## src/rtl/control_pipeline_unit.sv

```systemverilog
// ID-stage control unit: decode into the ID/EX latch, load-use stall, flush bubbles, HALT drain FSM.
// Optional CONTROL_JAL_LINK_EN enables JAL/JALR link decode; otherwise they decode as unknown.
module control_pipeline_unit #(
  parameter int CANT_BITS_INSTRUCTION           = 32,
  parameter int CANT_BITS_ALU_OP                = 2,
  parameter int CANT_BITS_ALU_CONTROL           = 4,
  parameter int CANT_BITS_FLAG_BRANCH           = 3,
  parameter int CANT_BITS_SELECT_BYTES_MEM_DATA = 2,
  parameter int CANT_BITS_REGISTRO              = 5,
  parameter int CANT_ETAPAS_DRAIN               = 3,
  parameter int CANT_BITS_CONTADOR              = 16
) (
  input  logic                                       i_clock,
  input  logic                                       i_soft_reset,
  input  logic [CANT_BITS_INSTRUCTION-1:0]           i_instruction,
  input  logic                                       i_enable_etapa,
  input  logic                                       i_flush,
  output logic                                       o_RegDst,
  output logic                                       o_RegWrite,
  output logic                                       o_ALUSrc,
  output logic                                       o_MemRead,
  output logic                                       o_MemWrite,
  output logic                                       o_MemtoReg,
  output logic [CANT_BITS_ALU_OP-1:0]                o_ALUOp,
  output logic [CANT_BITS_ALU_CONTROL-1:0]           o_ALUCtrl,
  output logic [CANT_BITS_SELECT_BYTES_MEM_DATA-1:0] o_select_bytes_mem_datos,
  output logic [CANT_BITS_FLAG_BRANCH-1:0]           o_flag_branch,
  output logic                                       o_stall,
  output logic                                       o_halted,
  output logic [CANT_BITS_CONTADOR-1:0]              o_contador_instrucciones
);

  localparam int CW = (CANT_ETAPAS_DRAIN > 1) ? $clog2(CANT_ETAPAS_DRAIN) : 1;

  typedef logic [CANT_BITS_ALU_OP-1:0]                aluop_t;
  typedef logic [CANT_BITS_ALU_CONTROL-1:0]           aluc_t;
  typedef logic [CANT_BITS_SELECT_BYTES_MEM_DATA-1:0] sel_t;
  typedef logic [CANT_BITS_FLAG_BRANCH-1:0]           flag_t;
  typedef logic [CANT_BITS_REGISTRO-1:0]              reg_t;

  typedef struct packed {
    logic   reg_dst;
    logic   reg_write;
    logic   alu_src;
    logic   mem_read;
    logic   mem_write;
    logic   mem_to_reg;
    aluop_t alu_op;
    aluc_t  alu_ctrl;
    sel_t   sel;
    flag_t  flag;
  } ctrl_t;

  localparam aluop_t OP_MEM = aluop_t'(0);
  localparam aluop_t OP_BR  = aluop_t'(1);
  localparam aluop_t OP_R   = aluop_t'(2);
  localparam aluop_t OP_IMM = aluop_t'(3);

  localparam aluc_t A_AND  = aluc_t'(4'b0000);
  localparam aluc_t A_OR   = aluc_t'(4'b0001);
  localparam aluc_t A_ADD  = aluc_t'(4'b0010);
  localparam aluc_t A_XOR  = aluc_t'(4'b0011);
  localparam aluc_t A_SUB  = aluc_t'(4'b0110);
  localparam aluc_t A_SLT  = aluc_t'(4'b0111);
  localparam aluc_t A_SLL  = aluc_t'(4'b1000);
  localparam aluc_t A_SRL  = aluc_t'(4'b1001);
  localparam aluc_t A_SRA  = aluc_t'(4'b1010);
  localparam aluc_t A_SLLV = aluc_t'(4'b1011);
  localparam aluc_t A_NOR  = aluc_t'(4'b1100);
  localparam aluc_t A_LUI  = aluc_t'(4'b1101);

  localparam sel_t S_BYTE = sel_t'(2'b00);
  localparam sel_t S_HALF = sel_t'(2'b01);
  localparam sel_t S_WORD = sel_t'(2'b11);

  localparam flag_t F_BEQ  = flag_t'(3'b001);
  localparam flag_t F_BNE  = flag_t'(3'b010);
  localparam flag_t F_J    = flag_t'(3'b011);
  localparam flag_t F_JR   = flag_t'(3'b100);
`ifdef CONTROL_JAL_LINK_EN
  localparam flag_t F_JAL  = flag_t'(3'b101);
  localparam flag_t F_JALR = flag_t'(3'b110);
`endif

  typedef enum logic [1:0] {RUN, DRAIN, HALTED} state_t;

  state_t                        state;
  logic [CW-1:0]                 drain_cnt;
  ctrl_t                         ctrl_q;
  reg_t                          rt_q;
  logic [CANT_BITS_CONTADOR-1:0] count;
  logic                          halted;

  logic [5:0] opcode, funct;
  reg_t       rs, rt;
  ctrl_t      dec;
  logic       known, reads_rt, is_halt, hazard;

  assign opcode  = i_instruction[31:26];
  assign funct   = i_instruction[5:0];
  assign rs      = i_instruction[21 +: CANT_BITS_REGISTRO];
  assign rt      = i_instruction[16 +: CANT_BITS_REGISTRO];
  assign is_halt = (i_instruction == '0);

  always_comb begin
    dec      = '0;
    known    = 1'b0;
    reads_rt = 1'b0;
    case (opcode)
      6'b000000: begin
        reads_rt    = 1'b1;
        known       = 1'b1;
        dec.reg_dst = 1'b1;
        dec.reg_write = 1'b1;
        dec.alu_op  = OP_R;
        case (funct)
          6'b000000: dec.alu_ctrl = A_SLL;
          6'b000010: dec.alu_ctrl = A_SRL;
          6'b000011: dec.alu_ctrl = A_SRA;
          6'b000100: dec.alu_ctrl = A_SLLV;
          6'b100000, 6'b100001: dec.alu_ctrl = A_ADD;
          6'b100010, 6'b100011: dec.alu_ctrl = A_SUB;
          6'b100100: dec.alu_ctrl = A_AND;
          6'b100101: dec.alu_ctrl = A_OR;
          6'b100110: dec.alu_ctrl = A_XOR;
          6'b100111: dec.alu_ctrl = A_NOR;
          6'b101010: dec.alu_ctrl = A_SLT;
          6'b001000: begin
            dec      = '0;
            dec.flag = F_JR;
          end
`ifdef CONTROL_JAL_LINK_EN
          6'b001001: begin
            dec           = '0;
            dec.reg_dst   = 1'b1;
            dec.reg_write = 1'b1;
            dec.flag      = F_JALR;
          end
`endif
          default: begin
            dec   = '0;
            known = 1'b0;
          end
        endcase
      end
      6'b100000, 6'b100001, 6'b100011, 6'b100100, 6'b100101: begin
        known          = 1'b1;
        dec.alu_src    = 1'b1;
        dec.mem_read   = 1'b1;
        dec.mem_to_reg = 1'b1;
        dec.reg_write  = 1'b1;
        dec.alu_op     = OP_MEM;
        dec.alu_ctrl   = A_ADD;
        dec.sel        = (opcode[1:0] == 2'b11) ? S_WORD : (opcode[0] ? S_HALF : S_BYTE);
      end
      6'b101000, 6'b101001, 6'b101011: begin
        known         = 1'b1;
        reads_rt      = 1'b1;
        dec.alu_src   = 1'b1;
        dec.mem_write = 1'b1;
        dec.alu_op    = OP_MEM;
        dec.alu_ctrl  = A_ADD;
        dec.sel       = (opcode[1:0] == 2'b11) ? S_WORD : (opcode[0] ? S_HALF : S_BYTE);
      end
      6'b000100, 6'b000101: begin
        known        = 1'b1;
        reads_rt     = 1'b1;
        dec.alu_op   = OP_BR;
        dec.alu_ctrl = A_SUB;
        dec.flag     = opcode[0] ? F_BNE : F_BEQ;
      end
      6'b001000, 6'b001010, 6'b001100, 6'b001101, 6'b001110, 6'b001111: begin
        known         = 1'b1;
        dec.alu_src   = 1'b1;
        dec.reg_write = 1'b1;
        dec.alu_op    = OP_IMM;
        case (opcode[2:0])
          3'b000:  dec.alu_ctrl = A_ADD;
          3'b010:  dec.alu_ctrl = A_SLT;
          3'b100:  dec.alu_ctrl = A_AND;
          3'b101:  dec.alu_ctrl = A_OR;
          3'b110:  dec.alu_ctrl = A_XOR;
          default: dec.alu_ctrl = A_LUI;
        endcase
      end
      6'b000010: begin
        known    = 1'b1;
        dec.flag = F_J;
      end
`ifdef CONTROL_JAL_LINK_EN
      // Link register R31 is implied by the JAL flag; RegDst stays 0.
      6'b000011: begin
        known         = 1'b1;
        dec.reg_write = 1'b1;
        dec.flag      = F_JAL;
      end
`endif
      default: ;
    endcase
  end

  assign hazard  = (state == RUN) && !i_flush && ctrl_q.mem_read && (rt_q != '0) &&
                   ((rt_q == rs) || ((rt_q == rt) && reads_rt));
  assign o_stall = i_enable_etapa && hazard;

  always_ff @(posedge i_clock) begin
    if (!i_soft_reset) begin
      state     <= RUN;
      drain_cnt <= '0;
      ctrl_q    <= '0;
      rt_q      <= '0;
      count     <= '0;
      halted    <= 1'b0;
    end else if (i_enable_etapa) begin
      ctrl_q <= '0;
      rt_q   <= '0;
      case (state)
        RUN: begin
          if (!i_flush && !hazard) begin
            if (is_halt) begin
              state     <= DRAIN;
              drain_cnt <= CW'(CANT_ETAPAS_DRAIN - 1);
            end else if (known) begin
              ctrl_q <= dec;
              rt_q   <= rt;
              if (count != {CANT_BITS_CONTADOR{1'b1}}) count <= count + 1'b1;
            end
          end
        end
        DRAIN: begin
          if (drain_cnt == '0) begin
            state  <= HALTED;
            halted <= 1'b1;
          end else begin
            drain_cnt <= drain_cnt - CW'(1);
          end
        end
        HALTED: ;
        default: state <= RUN;
      endcase
    end
  end

  assign o_RegDst                 = ctrl_q.reg_dst;
  assign o_RegWrite               = ctrl_q.reg_write;
  assign o_ALUSrc                 = ctrl_q.alu_src;
  assign o_MemRead                = ctrl_q.mem_read;
  assign o_MemWrite               = ctrl_q.mem_write;
  assign o_MemtoReg               = ctrl_q.mem_to_reg;
  assign o_ALUOp                  = ctrl_q.alu_op;
  assign o_ALUCtrl                = ctrl_q.alu_ctrl;
  assign o_select_bytes_mem_datos = ctrl_q.sel;
  assign o_flag_branch            = ctrl_q.flag;
  assign o_halted                 = halted;
  assign o_contador_instrucciones = count;

endmodule

```

## config.mk

```make
export PLATFORM = sky130hd
export DESIGN_NAME = control_pipeline_unit
export DESIGN_NICKNAME = d
export VERILOG_FILES = /design/src/rtl/control_pipeline_unit.sv
export SDC_FILE = /design/constraint.sdc
export NUM_CORES = 1
export LEC_CHECK = 0
export ABC_AREA = 1
export BUFFER_PORTS_ARGS = -buffer_cell sky130_fd_sc_hd__buf_2
export CAP_MARGIN = 20
export CORE_UTILIZATION = 54
export CTS_CLUSTER_SIZE = 24
export DETAILED_ROUTE_END_ITERATION = 7
export PLACE_DENSITY = 0.9
export REMOVE_ABC_BUFFERS = 1
export SLEW_MARGIN = 20
export SYNTH_ARGS = -nofsm -noshare
export SYNTH_HDL_FRONTEND = slang
export SYNTH_SLANG_ARGS = --single-unit
```

## constraint.sdc

```tcl
create_clock -name i_clock -period 1.8 [get_ports i_clock]
set_input_delay 0 -clock i_clock [delete_from_list [all_inputs] [get_ports i_clock]]
set_output_delay 0 -clock i_clock [all_outputs]
set_load 0.1 [all_outputs]
```

# [Word level (Yosys, flattened, before mapping)]
# Cells that the tools add are included.
[totals] reg_bits=43 input_bits=36 out_inout_bits=35 wordCells=133
[op_classes] n_addsub=2 eq_ne=44 n_mux=35 bitwise=2 reduce_logical=35
[ops] cell="== test 6 bit (second input constant)" count=17
[ops] cell="2-to-1 mux 17 bit" count=4
[ops] cell="== test 6 x 4 -> 1 bit (second input constant)" count=7
[ops] cell="one-hot mux 4 bit (10 select lines)" count=1
[ops] cell="logical NOT 32 bit" count=1
[ops] cell="OR reduction 14 bit" count=2
[ops] cell="one-hot mux 6 bit (4 select lines)" count=1
[ops] cell="2-to-1 mux 5 bit" count=4
[ops] cell="one-hot mux 4 bit (5 select lines)" count=1
[ops] cell="== test 6 x 2 -> 1 bit (second input constant)" count=3
[ops] cell="== test 6 x 3 -> 1 bit (second input constant)" count=3
[ops] cell="OR reduction 17 bit" count=1
[ops] cell="adder 16 x 1 -> 16 bit (second input constant)" count=1
[ops] cell="2-to-1 mux 2 bit" count=8
[ops] cell="!= test 16 bit (second input constant)" count=1
[ops] cell="OR reduction 13 bit" count=1
[ops] cell="logical NOT 6 bit" count=2
[ops] cell="one-hot mux 1 bit (2 select lines)" count=6
[ops] cell="OR reduction 6 bit" count=2
[ops] cell="OR reduction 11 bit" count=1
[ops] cell="== test 5 bit" count=2
[ops] cell="AND reduction 5 bit" count=2
[ops] cell="== test 3 bit (second input constant)" count=3
[ops] cell="one-hot mux 3 bit (3 select lines)" count=1
[ops] cell="other kinds (25)" count=43

# [Longest topological paths before layout]
[depth] word_depth=10 ltp_mapped=13 depth_no_buf=13

# [Worst setup path after synthesis]
# No wires, ideal clock.
[synth_timing] path_kind="register to output" from="register ctrl_q (netlist bit o_MemRead)" to="output o_stall" arrival_ps=2563 required_ps=1800 slack_ps=-763 path_stages_with_launch=5 path_buffers=0 cell_sequence="dfxtp_1 -> nand4_1 -> inv_1 -> nand2_2 -> nor2_1"
[synth_between] elab_chain_len=4
[synth_rtl] element="start: declaration" line_no="89" text="ctrl_t ctrl_q;"
[synth_rtl] element="start signal: assignment" line_no="210" text="ctrl_q <= '0;"
[synth_rtl] element="start signal: assignment" line_no="215" text="ctrl_q <= '0;"
[synth_rtl] element="start signal: assignment" line_no="224" text="ctrl_q <= dec;"
[synth_rtl] element="logical AND 1 bit (3 in a row)" line_no="202" text="assign hazard = (state == RUN) && !i_flush && ctrl_q.mem_read && (rt_q != '0) &&"
[synth_rtl] element="logical AND 1 bit" line_no="204" text="assign o_stall = i_enable_etapa && hazard;"
[synth_rtl] element="end: declaration" line_no="28" text="output logic o_stall,"
# No other way between the ends.

# [Worst setup path after layout]
[layout_timing] from="register count[6] (netlist: o_contador_instrucciones[6])" to="register count[6] (netlist: o_contador_instrucciones[6])"
[layout_between] elab_chain_len=2 elab_cells_between_ends=3 cone_classes="add/sub: 1; eq/ne: 1; reduce/logical: 1"
[layout_rtl] element="start: declaration" line_no="91" text="logic [CANT_BITS_CONTADOR-1:0] count;"
[layout_rtl] element="start signal: assignment" line_no="226" text="if (count != {CANT_BITS_CONTADOR{1'b1}}) count <= count + 1'b1;"
[layout_rtl] element="parallel branches: the longest is 2 deep, another holds adder 16 x 1 -> 16 bit"
# Parallel ways; which one is timed is not known.
# A chain may end at the register's enable or synchronous reset.

==> impl_metrics.tcl <==
set metrics [dict create \
    fin_area_um2 3680 \
    worstSetupEndpointType "flop" \
    critPathRequiredTime_ns 2.04 \
    tightest_slew_ns 0.520 \
    slew_viol_final 0 \
    yosysTopAreaCell "dfxtp_1" \
    yosysUniqueCellTypes 34 \
    reg2reg_depth 10 \
    dp_hpwl_um 5780 \
    placed_cell_area_um2 3430 \
    die_width_um 75.7 \
    grt_antenna_before_repair 0 \
    skew_ns 0.0139 \
    synthCells 453 \
    period_minus_slack_ns 1.78 \
    avgSynthCellArea_um2 6.48 \
    maxSlewHeadroom_pct 65.5 \
    layout.nets 577 \
    grt_max_degree 39 \
    setup_tns_ns 0 \
    hold_viol 0 \
    ctsHtreeMaxLevel 2 \
    start_util_pct 56.7 \
    clock_path_buffers 2 \
    portBuffers 70 \
    cp.arrival_ns 2.02 \
    tritoncts "done" \
    vias 3391 \
    first_global_vias 2923 \
    fin_crit_sh_pct 98.9 \
    route.antenna.remaining_nets 0 \
    drc_errors 0 \
    r2r-start "o_contador_instrucciones[6]$_SDFFE_PN0P_" \
    mostFrequentLayoutCells "nand2_1 (84), buf_2 (69), nand3_1 (64)" \
    ys_seq_elements 42 \
    crit_start "o_contador_instrucciones[6]$_SDFFE_PN0P_" \
    ys_async_sr_fraction_pct 0 \
    drt-total-wl_um 8150 \
    num_rows 26 \
    cp_num_buf_inv 2 \
    max-cap-violations 0 \
    fin_cells 610 \
    hold_path.class "input port to flop" \
    synth_edf_count 0 \
    endpoint "o_contador_instrucciones[6]$_SDFFE_PN0P_" \
    power_leakage_nw 1.74 \
    io_pins 71 \
    drive_gt1_share_pct 28.3 \
    clk_pin_slew_worst_paths_ns 0.09 \
    cts_made_buffers 5 \
    coreArea_um2 5170 \
    grt.overflow.total 0 \
    finalSetupViolCount 0 \
    antenna_cells 0 \
    start_kind "flop" \
    yosysTopAreaCellShare_pct 28.6 \
    die_h_um 75.7 \
    cts-root-buf "clkbuf_8" \
    ys_seq_area_share_pct 28.6 \
    cts.sink_count 42 \
    dr.pass1.iters 5 \
    crit_path_cell_trace "inv_1, nor2_1, nand2_1, nor2_1, nand4_1, nand3_2, a21oi_4, buf_6, nand3_1, a21oi_2" \
    syn_to_final_growth_pct 25.5 \
    crit_slowest_cell "dfxtp_2" \
    grt_pass1_wl_um 12600 \
    hold_slack_ns 0.00466 \
    vias_per_cell 5.56 \
    worst_ir_drop_vdd_uv 482 \
    critPathMaxFanout 7 \
    critPathKind "flop to flop" \
    netlist_area_um2 2940 \
    dp.cells 596 \
    gp_congestion 0.987 \
    clk_latency_ns 0.31 \
    ys.flop_type "dfxtp_1" \
    cp.depth 10 \
    cellPowerDensity_nw_per_um2 566 \
    fmax_mhz 562 \
    grt_usage_pct 28.4 \
    slowest_delay_ns 0.35 \
    critical_path.top_delay_family "simple AND/OR/NAND/NOR gates" \
    dieArea_um2 5730 \
    final_common_cell "nand2_1" \
    drt_iter0_drc 311 \
    worst_path_most_repeated_cell "nor2_1" \
    wl_per_cell_um 13.4 \
    status "complete, no violations" \
    ff2ff_setup_slack_ns 0.02 \
    yosys_warnings 0 \
    rr_endpoint "o_contador_instrucciones[6]$_SDFFE_PN0P_" \
    synth_area_leaders "dfxtp_1 (29%), nand2_1 (11%), nand3_1 (11%), nor2_1 (7.8%), inv_1 (5.9%)" \
]
registers in the layout, indices dropped and copies added, names as in the netlist:
name	count
drain_cnt	2
o_ALUCtrl	4
o_ALUOp	2
o_ALUSrc	1
o_MemRead	1
o_MemWrite	1
o_RegDst	1
o_RegWrite	1
o_contador_instrucciones	16
o_flag_branch	3
o_halted	1
o_select_bytes_mem_datos	2
rt_q	5
state	2
metal layers:
layer	part of all wire [%]	global-route usage, %	up-vias
met1	44	37.4	1577
met3	6.2	4.50	19
li1	-	-	1659
met2	48	47.7	136
met4	1.8	8.64	0
met5	0	0	-
power breakdown:
part           switching [W]  leakage [nW]  internal [W]
registers         0.00000665         0.341      0.000936
logic               0.000243          1.34      0.000121
clock network       0.000363        0.0585      0.000416
total               0.000612          1.74       0.00147
how the worst min path moves through the flow:
stage                       from                                       end  slack [ns]  cells after the start
6_report       i_instruction[16]                      rt_q[0]$_SDFFE_PN0P_       0.005                      3
5_1_grt        i_instruction[20]                      rt_q[4]$_SDFFE_PN0P_        0.02                      3
4_1_cts        i_instruction[20]                      rt_q[4]$_SDFFE_PN0P_       0.009                      3
3_5_place_dp        i_soft_reset                 drain_cnt[0]$_SDFFE_PN0P_        0.29                      3
3_3_place_gp        i_soft_reset  o_contador_instrucciones[1]$_SDFFE_PN0P_        0.29                      3
2_1_floorplan       i_soft_reset                 drain_cnt[1]$_SDFFE_PN0P_        0.12                      2
tightest hold or removal path: stages:
cell	delay [ns]
buf_2	0.12
nand3_1	0.08
a21oi_1	0.06
Yosys cell counts (3+ instances only):
cell type	n
buf_6	3
nand3_1	65
nand4_1	21
a21oi_1	33
nand2_1	87
clkbuf_1	6
inv_1	46
nand2_2	11
dfxtp_1	42
nor2_4	3
a21oi_2	10
nor2_1	61
nor2_2	3
o21ai_0	6
xor2_1	17
nand3_2	3
nor3_1	7
xnor2_1	6
area by class of cell:
type / count / area, µm²
clock buffer: 5 / 68.8
clock inverter: 3 / 43.8
fill: 410 / 1490
inverter: 49 / 186
multi-input combinational: 348 / 1880
sequential: 42 / 847
tap: 70 / 87.6
timing repair buffer: 93 / 571
cells by family after synthesis:
| family | after synthesis | synth area share [%] |
|---|---|---|
| AOI/OAI and AO/OA | 53 | 11.0 |
| xor gates and xnor gates | 23 | 6.86 |
| adders and majority gates | 2 | 0.852 |
| buffers and inverters | 64 | 9.38 |
| DFF | 42 | 28.6 |
| and+or+nand+nor | 269 | 43.3 |
timing repair:
action | CTS | global route
resized for setup | 6 | 18
cloned | 1 | 1
hold buffers | 2 | 0
pin swaps | 0 | 3
setup buffers | 2 | 0
endpoints found under the setup margin | 27 | 36
endpoints found under the hold margin | 5 | 0
metrics by stage:
| stage | setup WS (ns) | total power (W) | util, % |
|---|---|---|---|
| global route | -0.110 | 0.00215 | 71.2 |
| floorplan | -1.43 | 0.00116 | - |
| detailed placement | -0.0940 | 0.00129 | 66.4 |
| CTS | 0.00351 | 0.00206 | 70.1 |
| finish | 0.0191 | 0.00209 | 71.2 |
| global placement | -0.00361 | 0.00128 | 66.4 |
Note: power is estimated with default switching activity, not from simulation.
